--- config.mk ---
export PLATFORM = sky130hd
export DESIGN_NAME = fir_sequencer
export DESIGN_NICKNAME = d
export VERILOG_FILES = /design/src/rtl/fir_sequencer.sv
export SDC_FILE = /design/constraint.sdc
export NUM_CORES = 1
export LEC_CHECK = 0
export CORE_MARGIN = 2
export CORE_UTILIZATION = 40
export CTS_CLUSTER_DIAMETER = 40
export DETAILED_ROUTE_END_ITERATION = 8
export MAX_ROUTING_LAYER = met4
export PLACE_DENSITY = 0.79
export SLEW_MARGIN = 20
export SYNTH_ARGS = -nofsm -noshare
export SYNTH_HDL_FRONTEND = slang
export SYNTH_SLANG_ARGS = --single-unit
--- constraint.sdc ---
create_clock -name clk -period 2.1 [get_ports clk]
set_clock_uncertainty 0.15 [all_clocks]
set_input_delay 0.42 -clock clk [delete_from_list [all_inputs] [get_ports clk]]
set_output_delay 0.42 -clock clk [all_outputs]
set_load 0.1 [all_outputs]
--- src/rtl/fir_sequencer.sv ---
// Run-level controller for the FIR core: loads samples from a valid/ready stream,
// commands computation, waits for done, and streams results back out.
`timescale 1ns/1ps

module fir_sequencer #(
   parameter int unsigned N            = 10,
   parameter int unsigned SIGNAL_COUNT = 10,
   parameter int unsigned DATA_W       = 32,
   parameter int unsigned TIMEOUT      = 1023
) (
   input  logic              clk,
   input  logic              reset,
   input  logic              start,
   input  logic              in_valid,
   input  logic [DATA_W-1:0] in_data,
   output logic              in_ready,
   output logic              out_valid,
   output logic [DATA_W-1:0] out_data,
   input  logic              out_ready,
   output logic [31:0]       core_addr,
   output logic [DATA_W-1:0] core_x,
   output logic [1:0]        core_op,
   input  logic [DATA_W-1:0] core_y,
   input  logic              core_done,
   output logic              busy,
   output logic              run_done,
   output logic              error
);

   localparam int unsigned IDX_W  = 16;
   localparam int unsigned TCNT_W = $clog2(TIMEOUT + 1);

   localparam logic [IDX_W-1:0]  LAST_IDX  = IDX_W'(SIGNAL_COUNT - 1);
   localparam logic [TCNT_W-1:0] TCNT_LAST = TCNT_W'(TIMEOUT - 1);

   localparam logic [1:0] OP_IDLE    = 2'b00;
   localparam logic [1:0] OP_LOAD    = 2'b01;
   localparam logic [1:0] OP_COMPUTE = 2'b10;
   localparam logic [1:0] OP_READ    = 2'b11;

   // N only configures the core; the sequencer has nothing to do for an empty filter
   if (N == 0) begin : g_no_taps
   end

   typedef enum logic [2:0] {
      IDLE,
      LOAD,
      COMPUTE,
      RD_ADDR,
      RD_CAP,
      RD_OUT
   } state_t;

   state_t              state, state_n;
   logic [IDX_W-1:0]    idx, idx_n;
   logic [TCNT_W-1:0]   tcnt, tcnt_n;
   logic [31:0]         core_addr_n;
   logic [DATA_W-1:0]   core_x_n;
   logic [1:0]          core_op_n;
   logic                in_ready_n;
   logic                out_valid_n;
   logic [DATA_W-1:0]   out_data_n;
   logic                busy_n;
   logic                run_done_n;
   logic                error_n;

   // State and registered outputs
   always_ff @(posedge clk) begin
      if (reset) begin
         state     <= IDLE;
         idx       <= '0;
         tcnt      <= '0;
         core_addr <= '0;
         core_x    <= '0;
         core_op   <= OP_IDLE;
         in_ready  <= 1'b0;
         out_valid <= 1'b0;
         out_data  <= '0;
         busy      <= 1'b0;
         run_done  <= 1'b0;
         error     <= 1'b0;
      end else begin
         state     <= state_n;
         idx       <= idx_n;
         tcnt      <= tcnt_n;
         core_addr <= core_addr_n;
         core_x    <= core_x_n;
         core_op   <= core_op_n;
         in_ready  <= in_ready_n;
         out_valid <= out_valid_n;
         out_data  <= out_data_n;
         busy      <= busy_n;
         run_done  <= run_done_n;
         error     <= error_n;
      end
   end

   // Next-state and next-output logic; outputs are set on entry to the state that shows them
   always_comb begin
      state_n     = state;
      idx_n       = idx;
      tcnt_n      = tcnt;
      core_addr_n = core_addr;
      core_x_n    = core_x;
      core_op_n   = core_op;
      in_ready_n  = in_ready;
      out_valid_n = out_valid;
      out_data_n  = out_data;
      run_done_n  = 1'b0;
      error_n     = error;

      case (state)
         IDLE: begin
            core_op_n = OP_IDLE;
            if (start) begin
               state_n    = LOAD;
               idx_n      = '0;
               in_ready_n = 1'b1;
               error_n    = 1'b0;
               core_op_n  = OP_LOAD;
            end
         end

         LOAD: begin
            core_op_n = OP_LOAD;
            if (in_valid && in_ready) begin
               core_x_n    = in_data;
               core_addr_n = 32'(idx);
               idx_n       = idx + 1'b1;
               // the final write stays on op 01 for one cycle so the core still captures it
               if (idx == LAST_IDX) begin
                  in_ready_n = 1'b0;
                  state_n    = COMPUTE;
                  tcnt_n     = '0;
               end
            end
         end

         COMPUTE: begin
            core_op_n   = OP_COMPUTE;
            core_addr_n = '0;
            if (core_done) begin
               state_n     = RD_ADDR;
               idx_n       = '0;
               core_op_n   = OP_READ;
               core_addr_n = '0;
            end else if (tcnt == TCNT_LAST) begin
               error_n   = 1'b1;
               state_n   = IDLE;
               core_op_n = OP_IDLE;
            end else begin
               tcnt_n = tcnt + 1'b1;
            end
         end

         RD_ADDR: begin
            state_n = RD_CAP;
         end

         RD_CAP: begin
            out_data_n  = core_y;
            out_valid_n = 1'b1;
            state_n     = RD_OUT;
         end

         RD_OUT: begin
            if (out_ready) begin
               out_valid_n = 1'b0;
               if (idx == LAST_IDX) begin
                  run_done_n  = 1'b1;
                  state_n     = IDLE;
                  core_op_n   = OP_IDLE;
                  core_addr_n = '0;
               end else begin
                  idx_n       = idx + 1'b1;
                  core_addr_n = 32'(idx + 1'b1);
                  core_op_n   = OP_READ;
                  state_n     = RD_ADDR;
               end
            end
         end

         default: begin
            state_n = IDLE;
         end
      endcase

      busy_n = (state_n != IDLE);
   end

endmodule

==> qor.json, run 1 <==
{
  "status": {"value": "finished clean"},
  "finalMaxSlewViolations": {"value": 0},
  "synth_simple_gate_area_share": {"value": 27.82, "unit": "%"},
  "fin_tns_setup": {"value": 0, "unit": "ns"},
  "area_growth_syn_to_layout": {"value": 49.39, "unit": "%"},
  "synth_top_cell_by_area": {"value": "sky130_fd_sc_hd__dfxtp_1"},
  "dpl-instance-area": {"value": 6967, "unit": "um2"},
  "final_layout_size_suffix_gt1_share": {"value": 23.63, "unit": "%"},
  "crit_slowest_cell": {"value": "sky130_fd_sc_hd__or3_1"},
  "viasPerCell": {"value": 5.118},
  "critical_path.startpoint_type": {"value": "flip-flop"},
  "die_area": {"value": 13800, "unit": "um2"},
  "grt_max_degree": {"value": 58},
  "synth_enable_flop_cells": {"value": 0},
  "total_leakage_power": {"value": 2.954, "unit": "nW"},
  "worst-setup-path-type": {"value": "flip-flop to flip-flop"},
  "clock_sinks": {"value": 117},
  "antenna_violating_nets_post_route": {"value": 0},
  "yosys.area_share.xor_xnor": {"value": 1.020, "unit": "%"},
  "post_route_clock_period_utilization": {"value": 97.46, "unit": "%"},
  "detail_route.first_pass.iterations": {"value": 5},
  "drc_errors": {"value": 0},
  "standard_cell_rows": {"value": 41},
  "vdd.ir_drop.worst": {"value": 585.5, "unit": "uV"},
  "netlist.area_leader.share": {"value": 45.48, "unit": "%"},
  "cp_cell_sequence": {"value": "inv_1, ha_1, nor4b_4, nand4_1, buf_4, nand3_4, or3_1, a311oi_1"},
  "setup_repair_after_global_routing_missed_its_margin": {"value": "yes"},
  "fin_nets": {"value": 920},
  "die_height": {"value": 117.5, "unit": "um"},
  "synth_mux_area_share": {"value": 0, "unit": "%"},
  "share_of_synthesized_cell_area_in_full_adder_half_adder_and_majority_cells": {"value": 0.9718, "unit": "%"},
  "track_usage": {"value": 21.82, "unit": "%"},
  "synth_common_cells": {"value": "145 x sky130_fd_sc_hd__nand2_1, 117 x sky130_fd_sc_hd__dfxtp_1, 89 x sky130_fd_sc_hd__a21oi_1"},
  "ctsLongestPathBuffers": {"value": 2},
  "timing.final.setup_violations": {"value": 0},
  "synth_top_family_by_area": {"value": "simple AND/OR/NAND/NOR gates"},
  "port_buffers": {"value": 157},
  "syn-instance-count": {"value": 663},
  "worstSkewPairLatency": {"value": 0.42, "unit": "ns"},
  "dieWidth": {"value": 117.5, "unit": "um"},
  "synthesis.area_per_instance": {"value": 7.768, "unit": "um2"},
  "dp_slack": {"value": -0.2932, "unit": "ns"},
  "layout.filler_cells": {"value": 1113},
  "hpwlAfterDp": {"value": 10210, "unit": "um"},
  "synth_seq_area_share": {"value": 45.48, "unit": "%"},
  "synth_area_leaders": {"value": "sky130_fd_sc_hd__dfxtp_1 45%, sky130_fd_sc_hd__nand2_1 11%, sky130_fd_sc_hd__a21oi_1 8.6%"},
  "synth-warning-count": {"value": 0},
  "max_freq": {"value": 488.6, "unit": "MHz"},
  "first_global_vias": {"value": 4758},
  "synth_seq_cells": {"value": 117},
  "synth_compound_gate_area_share": {"value": 17.76, "unit": "%"},
  "floorplan.core_area": {"value": 12620, "unit": "um2"},
  "postSynth.topFlopCell": {"value": "sky130_fd_sc_hd__dfxtp_1"},
  "max_cap_viol_count": {"value": 0},
  "cts_max_level": {"value": 4},
  "crit_end_element": {"value": "flip-flop"},
  "path_clk_slew": {"value": 0.06, "unit": "ns"},
  "holdCritPathClass": {"value": "input pin to flip-flop"},
  "report.power.total": {"value": 5.931, "unit": "mW"},
  "cts.root.buffer_cell": {"value": "sky130_fd_sc_hd__clkbuf_16"},
  "detail_route.wirelength": {"value": 14970, "unit": "um"},
  "cts_tree": {"value": "yes"},
  "antenna_violations_before_repair": {"value": 0},
  "detail_route.wl_per_cell": {"value": 14.52, "unit": "um"},
  "final_core_util": {"value": 60.97, "unit": "%"},
  "grt_pass1_wl": {"value": 24000, "unit": "um"},
  "ys_async_rst_share": {"value": 0, "unit": "%"},
  "timing.final.crit_period": {"value": 2.047, "unit": "ns"},
  "drt_iter0_markers": {"value": 333},
  "cts_buffers": {"value": 17},
  "power_density": {"value": 770.9, "unit": "nW/um2"},
  "insertedDiodeCount": {"value": 0},
  "initial_util": {"value": 40.81, "unit": "%"},
  "timing.final.hold_violations": {"value": 0},
  "critical_path_arrival": {"value": 2.21, "unit": "ns"},
  "critical_path.max_stage_delay": {"value": 0.36, "unit": "ns"},
  "vias": {"value": 5277},
  "post_synth_instance_area": {"value": 5150, "unit": "um2"},
  "path_max_fanout": {"value": 4},
  "timing.final.ws_setup": {"value": 0.05325, "unit": "ns"},
  "grt.overflow.total": {"value": 0},
  "gp_congestion": {"value": 0.8650},
  "yosysMostFrequentCell": {"value": "sky130_fd_sc_hd__nand2_1"},
  "layout.cell_area.non_filler": {"value": 7694, "unit": "um2"},
  "critPathRequiredTime": {"value": 2.26, "unit": "ns"},
  "synth_cell_types": {"value": 52},
  "top_level_i_o_count": {"value": 173}
}
[timing repair]
| action | 4_1_cts | 5_1_grt |
|---|---|---|
| hold buffers | 0 | 0 |
| endpoints found under the setup margin | 6 | 45 |
| buffers inserted | 1 | 3 |
| gates resized for setup | 0 | 20 |
| pin swaps | 1 | 5 |
[worst paths after layout]
kind                     start       endpoint  slack [ns]  cells past startpoint
setup / recovery        idx[1]  core_addr[14]        0.05                      8
hold reg to reg   out_data[23]   out_data[23]        0.30                      2
setup reg to reg        idx[1]  core_addr[14]        0.05                      8
hold / removal           reset     core_op[1]        0.26                      2
[where the power goes]
part | internal, mW | switching [mW]
combinational | 0.250 | 0.512
clock | 1.82 | 1.07
sequential | 2.26 | 0.0227
total | 4.33 | 1.60
[worst max-delay path: cells and delay by family, from the launching register on]
| family | cells | cell delay, ns |
|---|---|---|
| AOI/OAI and AO/OA | 1 | 0.27 |
| buffers and inverters | 2 | 0.22 |
| DFF | 1 | 0.32 |
| and+or+nand+nor | 4 | 0.81 |
| adders and majority gates | 1 | 0.18 |
[state kept, by name (all words and copies together), names as in the netlist]
name	count
tcnt	10
state	3
in_ready	1
core_x	32
core_addr	17
error	1
out_data	32
out_valid	1
busy	1
run_done	1
idx	16
core_op	2
[through the flow]
stage               cells  hold WS [ns]
floorplan             677        0.3084
global route         1031        0.2581
detailed placement    995        0.2966
finish               1031        0.2588
global placement      995        0.2923
CTS                  1028        0.2430
[routing by layer]
layer  up-vias  part of all wire (%)  track usage, %
li1       2637                     -               -
met5         -                     0               -
met3        21                   4.9           5.233
met4         0                   1.6           7.831
met2       156                    47           33.63
met1      2463                    46           28.06
[logic make-up (layout without fill, tap and decap cells)]
group / count (synthesis) / after routing
simple gates: 304 / 304
compound gates: 159 / 159
flops: 117 / 117
buf+inv: 72 / 254
xor+xnor: 6 / 6
fa+ha+maj: 4 / 4
other cells: 1 / 15
[placed cells by master, fill, tap and decap left out, types with 3 or more instances in the layout]
cell type and n:
sky130_fd_sc_hd__inv_6 3, sky130_fd_sc_hd__nor3_1 23, sky130_fd_sc_hd__clkdlybuf4s50_1 68, sky130_fd_sc_hd__or4_1 4, sky130_fd_sc_hd__clkbuf_16 17, sky130_fd_sc_hd__and3_1 7, sky130_fd_sc_hd__inv_1 7, sky130_fd_sc_hd__buf_6 3
sky130_fd_sc_hd__or3_1 9, sky130_fd_sc_hd__nor4_1 4, sky130_fd_sc_hd__a21oi_1 89, sky130_fd_sc_hd__a311oi_1 12, sky130_fd_sc_hd__o21ai_0 26, sky130_fd_sc_hd__nand4_1 9, sky130_fd_sc_hd__nand2_1 145, sky130_fd_sc_hd__nor2_1 51
sky130_fd_sc_hd__buf_12 9, sky130_fd_sc_hd__o22ai_1 3, sky130_fd_sc_hd__nand3_1 17, sky130_fd_sc_hd__nand3b_1 4, sky130_fd_sc_hd__nand4b_1 3, sky130_fd_sc_hd__conb_1 15, sky130_fd_sc_hd__xor2_1 5, sky130_fd_sc_hd__a31oi_1 6
sky130_fd_sc_hd__a21o_1 3, sky130_fd_sc_hd__buf_4 135, sky130_fd_sc_hd__dfxtp_1 114, sky130_fd_sc_hd__dfxtp_2 3, sky130_fd_sc_hd__o21ai_1 5, sky130_fd_sc_hd__nor2b_1 5, sky130_fd_sc_hd__clkinv_4 5, sky130_fd_sc_hd__ha_1 3
[final cells by class]
class	instances	area (um2)	share of cell area, %
clock buffer	19	452.9	5.887
clock inverter	13	147.6	1.919
inverter	7	26.28	0.3415
multi-input combinational	488	2597	33.76
sequential	117	2346	30.49
tap	172	215.2	2.797
timing repair buffer	215	1908	24.80
(Power assumes the default switching activity.)
==> inputs of run 2 (changes only) <==
--- a/config.mk
+++ b/config.mk
@@ -7,10 +7,11 @@
 export LEC_CHECK = 0
 export CORE_MARGIN = 2
 export CORE_UTILIZATION = 40
+export CTS_BUF_LIST = sky130_fd_sc_hd__clkbuf_2
 export CTS_CLUSTER_DIAMETER = 40
 export DETAILED_ROUTE_END_ITERATION = 8
 export MAX_ROUTING_LAYER = met4
-export PLACE_DENSITY = 0.79
+export PLACE_DENSITY = 0.77
 export SLEW_MARGIN = 20
 export SYNTH_ARGS = -nofsm -noshare
 export SYNTH_HDL_FRONTEND = slang
==> constraint.sdc (replaced) <==
create_clock -name clk -period 2.7 [get_ports clk]
set_clock_uncertainty 0.15 [all_clocks]
set_input_delay 0.54 -clock clk [delete_from_list [all_inputs] [get_ports clk]]
set_output_delay 0.54 -clock clk [all_outputs]
set_load 0.1 [all_outputs]
==> qor.json, run 2 (synthesis gave the netlist of run 1 again) <==
{
  "status": {"value": "finished clean"},
  "grt_pass1_wl": {"value": 22110, "unit": "um", "change": "-7.9%"},
  "hpwlAfterDp": {"value": 9794, "unit": "um", "change": "-4.1%"},
  "max_cap_viol_count": {"value": 0, "change": "unchanged"},
  "cts.root.buffer_cell": {"value": "sky130_fd_sc_hd__clkbuf_2"},
  "final-instance-count-excl-fill": {"value": 993, "change": "-3.7%"},
  "dp_slack": {"value": 0.02883, "unit": "ns", "change": "+0.3220 ns"},
  "viasPerCell": {"value": 5.095, "change": "-0.46%"},
  "top_regs": {"value": "core_x x32, out_data x32, core_addr x17"},
  "met1Wirelength": {"value": 6300, "unit": "um", "change": "-8.5%"},
  "max_freq": {"value": 418.2, "unit": "MHz", "change": "-14%"},
  "power_density": {"value": 517.4, "unit": "nW/um2", "change": "-33%"},
  "ctsLongestPathBuffers": {"value": 2, "change": "unchanged"},
  "critical_path_arrival": {"value": 2.82, "unit": "ns", "change": "+0.61 ns"},
  "cts_tree": {"value": "yes"},
  "detail_route.wl_per_cell": {"value": 14.07, "unit": "um", "change": "-3.1%"},
  "antenna_violations_before_repair": {"value": 1, "change": "+1"},
  "critical_path.max_stage_delay": {"value": 0.46, "unit": "ns", "change": "+0.10 ns"},
  "cts_buffers": {"value": 17, "change": "unchanged"},
  "post_route_clock_period_utilization": {"value": 88.56, "unit": "%", "change": "-8.9 points"},
  "multi_input_area": {"value": 2526, "unit": "um2", "change": "-2.7%"},
  "fin_tns_setup": {"value": 0, "unit": "ns", "change": "unchanged"},
  "detail_route.first_pass.iterations": {"value": 5, "change": "unchanged"},
  "finalMaxSlewViolations": {"value": 0, "change": "unchanged"},
  "vdd.ir_drop.worst": {"value": 420.8, "unit": "uV", "change": "-28%"},
  "die_height": {"value": 117.5, "unit": "um", "change": "unchanged"},
  "floorplan.core_area": {"value": 12620, "unit": "um2", "change": "unchanged"},
  "dpl.cell_count": {"value": 960, "change": "-3.5%"},
  "timing.final.setup_violations": {"value": 0, "change": "unchanged"},
  "worstSkewPairLatency": {"value": 0.69, "unit": "ns", "change": "+0.27 ns"},
  "cp_top_family": {"value": "simple AND/OR/NAND/NOR gates"},
  "path_max_fanout": {"value": 6, "change": "+2"},
  "final_cell_mix": {"value": "145 x sky130_fd_sc_hd__nand2_1, 117 x sky130_fd_sc_hd__dfxtp_1, 107 x sky130_fd_sc_hd__buf_4"},
  "critPathRequiredTime": {"value": 3.13, "unit": "ns", "change": "+0.87 ns"},
  "crit_buf_inv": {"value": 2, "change": "unchanged"},
  "final_common_cell": {"value": "sky130_fd_sc_hd__nand2_1"},
  "grt_max_degree": {"value": 58, "change": "unchanged"},
  "detail_route.wirelength": {"value": 13970, "unit": "um", "change": "-6.7%"},
  "post_cts_buffers": {"value": 0, "change": "-1"},
  "total_leakage_power": {"value": 2.574, "unit": "nW", "change": "-13%"},
  "top_layer_used": {"value": "met4"},
  "gp_congestion": {"value": 0.8851, "change": "+2.3%"},
  "port_buffers": {"value": 157, "change": "unchanged"},
  "worst-setup-path-type": {"value": "flip-flop to flip-flop"},
  "timing.final.crit_period": {"value": 2.391, "unit": "ns", "change": "+0.3444 ns"},
  "first_global_vias": {"value": 4382, "change": "-7.9%"},
  "drt_iter0_markers": {"value": 352, "change": "+5.7%"},
  "final_layout_size_suffix_gt1_share": {"value": 18.29, "unit": "%", "change": "-5.3 points"},
  "met2_length": {"value": 6623, "unit": "um", "change": "-6.8%"},
  "drc_errors": {"value": 0, "change": "unchanged"},
  "top_level_i_o_count": {"value": 173, "change": "unchanged"},
  "grt.overflow.total": {"value": 0, "change": "unchanged"},
  "critical_path.startpoint_type": {"value": "flip-flop"},
  "tightest_slew": {"value": 0.7932, "unit": "ns"},
  "cts_max_level": {"value": 4, "change": "unchanged"},
  "timing.final.hold_violations": {"value": 0, "change": "unchanged"},
  "vias": {"value": 5059, "change": "-4.1%"},
  "holdCritPathClass": {"value": "input pin to flip-flop"},
  "crit_slowest_cell": {"value": "sky130_fd_sc_hd__dfxtp_1"},
  "clock_sinks": {"value": 117, "change": "unchanged"},
  "standard_cell_rows": {"value": 41, "change": "unchanged"},
  "initial_util": {"value": 40.81, "unit": "%", "change": "unchanged"},
  "report.power.total": {"value": 3.561, "unit": "mW", "change": "-40%"},
  "final-seq-area": {"value": 2342, "unit": "um2", "change": "-0.16%"},
  "timing.max_slew.rel_slack": {"value": 46.63, "unit": "%"},
  "layout.filler_cells": {"value": 1229, "change": "+10%"},
  "cp_cell_sequence": {"value": "inv_1, ha_1, nor4b_2, nand4_1, buf_4, nand3_1, or3_1, a311oi_1"},
  "timing.final.ws_setup": {"value": 0.3088, "unit": "ns", "change": "+0.2556 ns"},
  "die_area": {"value": 13800, "unit": "um2", "change": "unchanged"},
  "length_of_routed_met3_wiring": {"value": 721, "unit": "um", "change": "-1.8%"},
  "crit_end_element": {"value": "flip-flop"},
  "path_clk_slew": {"value": 0.20, "unit": "ns", "change": "+0.14 ns"},
  "dieWidth": {"value": 117.5, "unit": "um", "change": "unchanged"},
  "fin_nets": {"value": 881, "change": "-4.2%"},
  "setup_repair_after_global_routing_missed_its_margin": {"value": "no"},
  "antenna_violating_nets_post_route": {"value": 0, "change": "unchanged"},
  "area_growth_syn_to_layout": {"value": 33.62, "unit": "%"},
  "track_usage": {"value": 20.34, "unit": "%", "change": "-1.5 points"}
}
-- run 2: changes by cell type in the layout (fill, tap and decap cells not counted), sizes merged --
cell / before / now
clkinv: 7 / 8
buf: 147 / 108
clkinvlp: 1 / 2
diode: 0 / 1
inv: 10 / 9
clkbuf: 19 / 17
bufinv: 2 / 3
-- run 2: report_power, final --
| part | switching [mW] | internal [mW] |
|---|---|---|
| clock network | 0.715 | 0.522 |
| logic | 0.388 | 0.164 |
| registers | 0.0171 | 1.75 |
-- run 2: path summary, 6_finish.rpt --
kind,start,to,slack (ns),depth (start not counted)
min reg2reg,core_x[0],core_x[0],0.32,2
min,reset,out_valid,0.17,2
max,idx[1],core_addr[14],0.31,8
max reg2reg,idx[1],core_addr[14],0.31,8
-- run 2: layout make-up --
cell class | count | share of cell area, %
multi-input combinational | 488 | 36.71
sequential | 117 | 34.04
timing repair buffer | 176 | 21.85
tap | 172 | 3.127
clock inverter | 15 | 2.618
clock buffer | 17 | 1.236
inverter | 7 | 0.3818
antenna | 1 | 0.03636
-- run 2: layer usage --
metal  track usage (%)  vias up
li1                  -     2563
met1             25.52     2305
met2             31.76      168
met3             4.748       23
met4             8.208        0
met5                 -        -
-- run 2: what timing repair did --
item	in CTS	in global routing
hold buffers	0	0
setup endpoints to repair	0	2
gates resized for setup	0	1
-- run 2: through the flow --
step | util, % | area (um2) | hold WS [ns]
floorplan | - | 5202 | 0.3084
global placement | 52.32 | 6603 | 0.2927
detailed placement | 52.32 | 6603 | 0.2977
CTS | 54.42 | 6868 | 0.1201
global route | 54.53 | 6882 | 0.1351
finish | 54.53 | 6882 | 0.1738
